### src/rtl/apb_pkg.sv
// apb_pkg: definitions shared by the APB master and the slave-side benches.
//   apb_state_t   - transfer phase (idle, setup, access)
//   APB_ADDR_W    - default APB address width
//   APB_DATA_W    - default APB data width
//   apb_rsp_t     - completion record: read data, error and timeout flags
package apb_pkg;

    localparam int unsigned APB_ADDR_W = 8;
    localparam int unsigned APB_DATA_W = 32;

    typedef enum logic [1:0] {
        StIdle,
        StSetup,
        StAccess
    } apb_state_t;

    typedef struct packed {
        logic [APB_DATA_W-1:0] rdata;
        logic                  err;
        logic                  timeout;
    } apb_rsp_t;

endpackage : apb_pkg

### src/rtl/apb_master.sv
// apb_master: APB requester driven by a valid/ready command port.
//   PCLK, PRESENTn          - clock, asynchronous active-low reset
//   cmd_valid/cmd_ready     - command handshake; cmd_write/cmd_addr/cmd_wdata describe it
//   rsp_valid               - one-cycle completion strobe; rsp_rdata/rsp_err/rsp_timeout
//                             hold until the next strobe
//   PADDR/PWRITE/PSELx/PENABLE/PWDATA - APB request outputs (all registered)
//   PRDATA/PREADY/PSLVERR   - APB slave returns
// ACCESS cycles with PREADY low are bounded by maxWait (0 disables the limit).
module apb_master
    import apb_pkg::*;
#(
    parameter int unsigned addrWidth = APB_ADDR_W,
    parameter int unsigned dataWidth = APB_DATA_W,
    parameter int unsigned maxWait   = 16
) (
    input  logic                 PCLK,
    input  logic                 PRESENTn,
    input  logic                 cmd_valid,
    output logic                 cmd_ready,
    input  logic                 cmd_write,
    input  logic [addrWidth-1:0] cmd_addr,
    input  logic [dataWidth-1:0] cmd_wdata,
    output logic                 rsp_valid,
    output logic [dataWidth-1:0] rsp_rdata,
    output logic                 rsp_err,
    output logic                 rsp_timeout,
    output logic [addrWidth-1:0] PADDR,
    output logic                 PWRITE,
    output logic                 PSELx,
    output logic                 PENABLE,
    output logic [dataWidth-1:0] PWDATA,
    input  logic [dataWidth-1:0] PRDATA,
    input  logic                 PREADY,
    input  logic                 PSLVERR
);

    localparam int unsigned WaitW = (maxWait > 0) ? $clog2(maxWait + 1) : 1;
    // Counter value seen during the last permitted wait cycle; abort happens on that edge.
    localparam logic [WaitW-1:0] WaitLast = WaitW'((maxWait > 0) ? maxWait - 1 : 0);

    apb_state_t           state_q;
    logic                 cmd_ready_q;
    logic                 psel_q;
    logic                 penable_q;
    logic                 pwrite_q;
    logic [addrWidth-1:0] paddr_q;
    logic [dataWidth-1:0] pwdata_q;
    logic                 rsp_valid_q;
    logic [dataWidth-1:0] rsp_rdata_q;
    logic                 rsp_err_q;
    logic                 rsp_timeout_q;
    logic [WaitW-1:0]     wait_q;

    logic wait_limit;
    assign wait_limit = (maxWait > 0) && (wait_q == WaitLast);

    always_ff @(posedge PCLK or negedge PRESENTn) begin
        if (!PRESENTn) begin
            state_q       <= StIdle;
            cmd_ready_q   <= 1'b0;
            psel_q        <= 1'b0;
            penable_q     <= 1'b0;
            pwrite_q      <= 1'b0;
            paddr_q       <= '0;
            pwdata_q      <= '0;
            rsp_valid_q   <= 1'b0;
            rsp_rdata_q   <= '0;
            rsp_err_q     <= 1'b0;
            rsp_timeout_q <= 1'b0;
            wait_q        <= '0;
        end else begin
            rsp_valid_q <= 1'b0;
            unique case (state_q)
                StIdle: begin
                    // cmd_ready_q stays low for the first cycle out of reset.
                    cmd_ready_q <= 1'b1;
                    if (cmd_valid && cmd_ready_q) begin
                        paddr_q     <= cmd_addr;
                        pwrite_q    <= cmd_write;
                        pwdata_q    <= cmd_wdata;
                        psel_q      <= 1'b1;
                        penable_q   <= 1'b0;
                        cmd_ready_q <= 1'b0;
                        wait_q      <= '0;
                        state_q     <= StSetup;
                    end
                end
                StSetup: begin
                    penable_q <= 1'b1;
                    state_q   <= StAccess;
                end
                StAccess: begin
                    if (PREADY || wait_limit) begin
                        psel_q        <= 1'b0;
                        penable_q     <= 1'b0;
                        cmd_ready_q   <= 1'b1;
                        rsp_valid_q   <= 1'b1;
                        state_q       <= StIdle;
                        // PREADY takes priority over a timeout reached on the same edge.
                        rsp_rdata_q   <= (PREADY && !pwrite_q) ? PRDATA : '0;
                        rsp_err_q     <= PREADY ? PSLVERR : 1'b1;
                        rsp_timeout_q <= !PREADY;
                    end else if (wait_q != '1) begin
                        wait_q <= wait_q + 1'b1;
                    end
                end
                default: state_q <= StIdle;
            endcase
        end
    end

    assign cmd_ready   = cmd_ready_q;
    assign PSELx       = psel_q;
    assign PENABLE     = penable_q;
    assign PWRITE      = pwrite_q;
    assign PADDR       = paddr_q;
    assign PWDATA      = pwdata_q;
    assign rsp_valid   = rsp_valid_q;
    assign rsp_rdata   = rsp_rdata_q;
    assign rsp_err     = rsp_err_q;
    assign rsp_timeout = rsp_timeout_q;

endmodule : apb_master
### config.mk
export PLATFORM = sky130hd
export DESIGN_NAME = apb_master
export DESIGN_NICKNAME = d
export VERILOG_FILES = /design/src/rtl/apb_pkg.sv /design/src/rtl/apb_master.sv
export SDC_FILE = /design/constraint.sdc
export NUM_CORES = 1
export LEC_CHECK = 0
export ABC_AREA = 1
export BUFFER_PORTS_ARGS = -buffer_cell sky130_fd_sc_hd__clkbuf_2
export CAP_MARGIN = 40
export CELL_PAD_IN_SITES_DETAIL_PLACEMENT = 2
export CELL_PAD_IN_SITES_GLOBAL_PLACEMENT = 2
export CORE_UTILIZATION = 29
export CTS_CLUSTER_SIZE = 40
export DETAILED_ROUTE_END_ITERATION = 6
export PLACE_DENSITY_LB_ADDON = 0.1
export SYNTH_ARGS = -nofsm -noshare
export SYNTH_HDL_FRONTEND = slang
export SYNTH_SLANG_ARGS = --single-unit
### constraint.sdc
create_clock -name PCLK -period 2.6 [get_ports PCLK]
set_input_delay 0.52 -clock PCLK [delete_from_list [all_inputs] [get_ports PCLK]]
set_output_delay 0.52 -clock PCLK [all_outputs]
set_load 0.01 [all_outputs]
# [After elaboration in Yosys (flattened, before gate mapping)]
# Index checks and enable logic that the tools add are counted.
[word_totals] word_cells=55 out_inout_bits=79 reg_bits=86
[classes] n_mux=19 reduce_logical=15 eq_ne=8 add_sub_neg=1
[ops] cell="2-to-1 mux 32 bit" count=1
[ops] cell="2-to-1 mux 5 bit" count=3
[ops] cell="case mux 5 bit (2 select lines)" count=1
[ops] cell="2-to-1 mux 1 bit" count=8
[ops] cell="!= test 2 bit (second input constant)" count=4
[ops] cell="AND reduction 2 bit" count=4
[ops] cell="case mux 2 bit (3 select lines)" count=1
[ops] cell="AND reduction 3 bit" count=2
[ops] cell="adder 5 x 1 -> 5 bit (second input constant)" count=1
[ops] cell="equality test 5 x 4 -> 1 bit (second input constant)" count=1
[ops] cell="!= test 5 bit (second input constant)" count=1
[ops] cell="2-to-1 mux 2 bit" count=2
[ops] cell="case mux 1 bit (2 select lines)" count=2
[ops] cell="AND reduction 4 bit" count=1
[ops] cell="case mux 1 bit (3 select lines)" count=1
[ops] cell="nonzero test 3 bit" count=1
[ops] cell="equality test 2 x 1 -> 1 bit (second input constant)" count=1
[ops] cell="equality test 2 bit (second input constant)" count=1
[ops] cell="logical AND 1 bit" count=2
[ops] cell="logical NOT 1 bit" count=2
[ops] cell="logical NOT 2 bit" count=1
[ops] cell="nonzero test 2 bit" count=1
[ops] cell="logical OR 1 bit" count=1

# [Logic depth before layout (Yosys ltp)]
[logic_depth] depth_word=4 depth_mapped=11 mapped_depth_nobuf=11

# [Worst setup path before layout]
# Ideal clock, no wire load.
[synth_path] path_type="register -> register" from="register wait_q[0]" to="register rsp_rdata_q[10], in the netlist rsp_rdata[10]" path_slack_ns=1.039 arrival_time_ns=1.487 synth_period_minus_slack_ns=1.561 path_stages_with_launch=11 setup_ns=0.074 path_cell_list="dfrtp_1 ha_1 nand2_1 nor2_1 ha_1 inv_1 nand2_1 nand2_4 buf_2 nand2_1 o21ai_2"
[synth_via] elab_chain_len=3
[synth_lines] element="start: declaration" line="apb_master.sv:52" source="logic [WaitW-1:0] wait_q;"
[synth_lines] element="start signal: assignment" line="apb_master.sv:104" source="wait_q <= wait_q + 1'b1;"
[synth_lines] element="equality test 5 x 4 -> 1 bit" line="apb_master.sv:55" source="assign wait_limit = (maxWait > 0) && (wait_q == WaitLast);"
[synth_lines] element="logical OR 1 bit" line="apb_master.sv:93" source="if (PREADY || wait_limit) begin"
[synth_lines] element="AND reduction 2 bit (no source line)"
[synth_lines] element="end signal: assignment" line="apb_master.sv:100" source="rsp_rdata_q <= (PREADY && !pwrite_q) ? PRDATA : '0;"
[synth_lines] element="end: declaration" line="apb_master.sv:49" source="logic [dataWidth-1:0] rsp_rdata_q;"
# No other way between the ends.
# A chain may end at the register's enable or synchronous reset.

# [Final worst setup path]
[layout_path] from="register wait_q[0]" to="register rsp_rdata_q[19], in the netlist rsp_rdata[19]"
# Same word-level chain as after synthesis.

==> flow_metrics.tcl <==
set metrics [dict create \
    cp_top_family "simple AND/OR/NAND/NOR gates" \
    setup-violations-final 0 \
    tns_ns 0 \
    synth-main-ff-cell "dfrtp_1" \
    min_period_ns 2.034 \
    ir_drop_uv 388.8 \
    fin_skew_ns 0.004316 \
    drive_gt1_share_pct 38.69 \
    leakagePower_nw 2.682 \
    drt_iter0_drc 106 \
    rsz0062_at_grt "no" \
    switching_share_pct 39.77 \
    ctsHoldBuffers 0 \
    path_max_fanout 27 \
    power.density_nw_per_um2 1215 \
    yosys-top-cells-area "dfrtp_1 (60%), nand2_1 (23%), o21ai_2 (7.3%)" \
    dp_cells 702 \
    path_clk_slew_ns 0.06 \
    place_congestion 0.7089 \
    yosys-mux-area-fraction_pct 0 \
    synthAdderAreaFrac_pct 1.044 \
    p_sw_mw 2.312 \
    syn_nets 471 \
    slew_violations 0 \
    synth-edff-count 0 \
    cts-root-buf "clkbuf_16" \
    critPathLaunchType "flop" \
    hold_viol_final 0 \
    vias 3165 \
    clkPwrFrac_pct 20.0 \
    numClockSinks 86 \
    instances_no_fill 716 \
    die-area_um2 12850 \
    crit_chain "ha_1 -> nand2_1 -> nor2_1 -> ha_1 -> inv_1 -> nand2_1 -> nand2_4 -> buf_4 -> nand2_1 -> o21ai_2" \
    die_h_um 113.4 \
    grt_pass1_wl_mm 17.28 \
    synth_compound_area_share_pct 8.420 \
    fin_nets 626 \
    post_cts_buffers 0 \
    crit_required_ns 2.86 \
    seq_area_um2 2152 \
    fin_util_pct 39.67 \
    cts_resized 0 \
    io_buffers 156 \
    fin_crit_sh_pct 78.22 \
    tightest_slew_ns 0.6909 \
    ys_seq_area_share_pct 59.85 \
    yosys.area.top_type "dfrtp_1" \
    crit_type "reg2reg" \
    start_util_pct 29.81 \
    drc 0 \
    synth_top_area_share_pct 59.85 \
    synthArstFlopShare_pct 100.0 \
    grt_max_degree 44 \
    relSlewSlack_pct 53.88 \
    internal-power_mw 3.500 \
    drt-total-wl_mm 10.44 \
    ant_nets 0 \
    ys.warnings.count 0 \
    clk_latency_ns 0.33 \
    num_antenna_cells 0 \
    synth_top_family_by_area "simple AND/OR/NAND/NOR gates" \
    final_cell_mix "nand2_1 (218), clkbuf_2 (155), dfrtp_1 (86)" \
    groute.usage.overall_pct 17.44 \
    synth_xor_area_share_pct 0 \
    h-tree-depth 3 \
    slowest_stage "dfrtp_1" \
    synthCells 390 \
    grt_overflow 0 \
    p_comb_share_pct 39.7 \
    worst-path-buf-inv 2 \
    cp_data_arrival_time_ns 2.30 \
    fmax_mhz 491.7 \
    critPathMaxStageDelay_ns 0.42 \
    via_per_inst 4.420 \
    status "completed" \
    nFillCells 1365 \
    cts_tree "built" \
    area_growth_pct 33.06 \
    grt_pass1_vias 3444 \
    hp-class "in2async" \
    avgSynthCellArea_um2 9.220 \
    cpMostUsedCell "nand2_1" \
    synth-simple-area-share_pct 25.78 \
    drv_cap 0 \
    drt-pass1-iter-count 4 \
    die-width_um 113.4 \
    synth.cell_area_um2 3596 \
    rows 40 \
    drt-wirelength-per-cell_um 14.59 \
    multi_input_area_um2 1267 \
    layout_commonest_cell "nand2_1" \
    seq_power_share_pct 40.3 \
    clockBufferDepth 2 \
    ys_seq_elements 86 \
    crit_path_end_kind "flop" \
    ys_types 21 \
    dp_hpwl_mm 7.537 \
    pin_count 157 \
    antenna_found_initial 0 \
    cts_buffers 9 \
    core-area_um2 12060 \
]
[synth_stat cells, types with 2 or more instances]
library cell and n:
buf_6 5, buf_2 9, o21ai_2 30, nand2_1 218, ha_1 3, nor2_1 4, o21ai_0 3, buf_4 4
or2_0 2, inv_1 9, nor2_4 2, dfrtp_1 86, nand3_1 2, o21ai_1 4, inv_2 3
[cell type report]
class                           count  area share (%)
Clock buffer                       12           5.152
Clock inverter                      2          0.2092
Inverter                           12          0.9414
Multi-Input combinational cell    274           26.49
Sequential cell                    86           44.98
Tap cell                          168           4.393
Timing Repair Buffer              162           17.83
[layer usage]
| layer | track usage [%] | wire length (um) | vias to the layer above |
|---|---|---|---|
| met4 | 7.544 | 236 | 0 |
| met1 | 20.65 | 4432 | 1525 |
| met2 | 28.59 | 4849 | 113 |
| li1 | - | - | 1512 |
| met3 | 6.213 | 924 | 15 |
| met5 | 0 | 0 | - |
[power groups by stage]
stage / clock [mW] / sequential [mW] / combinational, mW
CTS: 1.20 / 2.36 / 2.38
global route: 1.27 / 2.43 / 2.61
floorplan: 0 / 2.60 / 1.11
finish: 1.16 / 2.34 / 2.31
detailed placement: 0 / 2.36 / 2.36
global placement: 0 / 2.34 / 2.26
[per-stage QoR]
stage          power (mW)  worst slack (ns)  hold WS [ns]  cell area (um2)
6_report            5.812            0.5662        0.1880             4785
5_1_grt             6.305            0.3474        0.2300             4785
4_1_cts             5.940            0.5238        0.2126             4785
3_5_place_dp        4.727            0.5217        0.4694             4528
3_3_place_gp        4.601            0.6604        0.4580             4528
2_1_floorplan       3.710             1.039        0.2244             3596
[final timing paths]
| path | startpoint | to | slack [ns] | depth (start not counted) |
|---|---|---|---|---|
| setup / recovery | wait_q[0] | rsp_rdata[19] | 0.57 | 10 |
| hold / removal | PRESENTn | rsp_rdata[4] | 0.19 | 1 |
| setup reg to reg | wait_q[0] | rsp_rdata[19] | 0.57 | 10 |
| hold reg to reg | PWDATA[17] | PWDATA[17] | 0.48 | 2 |
| max in group asynchronous | PRESENTn | PADDR[6] | 1.78 | 2 |
| min in group PCLK | cmd_wdata[22] | PWDATA[22] | 0.38 | 3 |
[cells by family (layout without fill, tap and decap cells)]
group,after synthesis,after routing
flops,86,86
compound gates,38,38
fa+ha+maj,3,3
simple gates,233,233
buf+inv,30,188
[registers in the layout (all words and copies together), names as in the netlist]
name / count
PWDATA: 32
rsp_rdata: 32
PADDR: 8
wait_q: 5
state_q: 2
PENABLE: 1
PSELx: 1
PWRITE: 1
cmd_ready: 1
rsp_err: 1
rsp_timeout: 1
rsp_valid: 1
(Power assumes the default switching activity.)
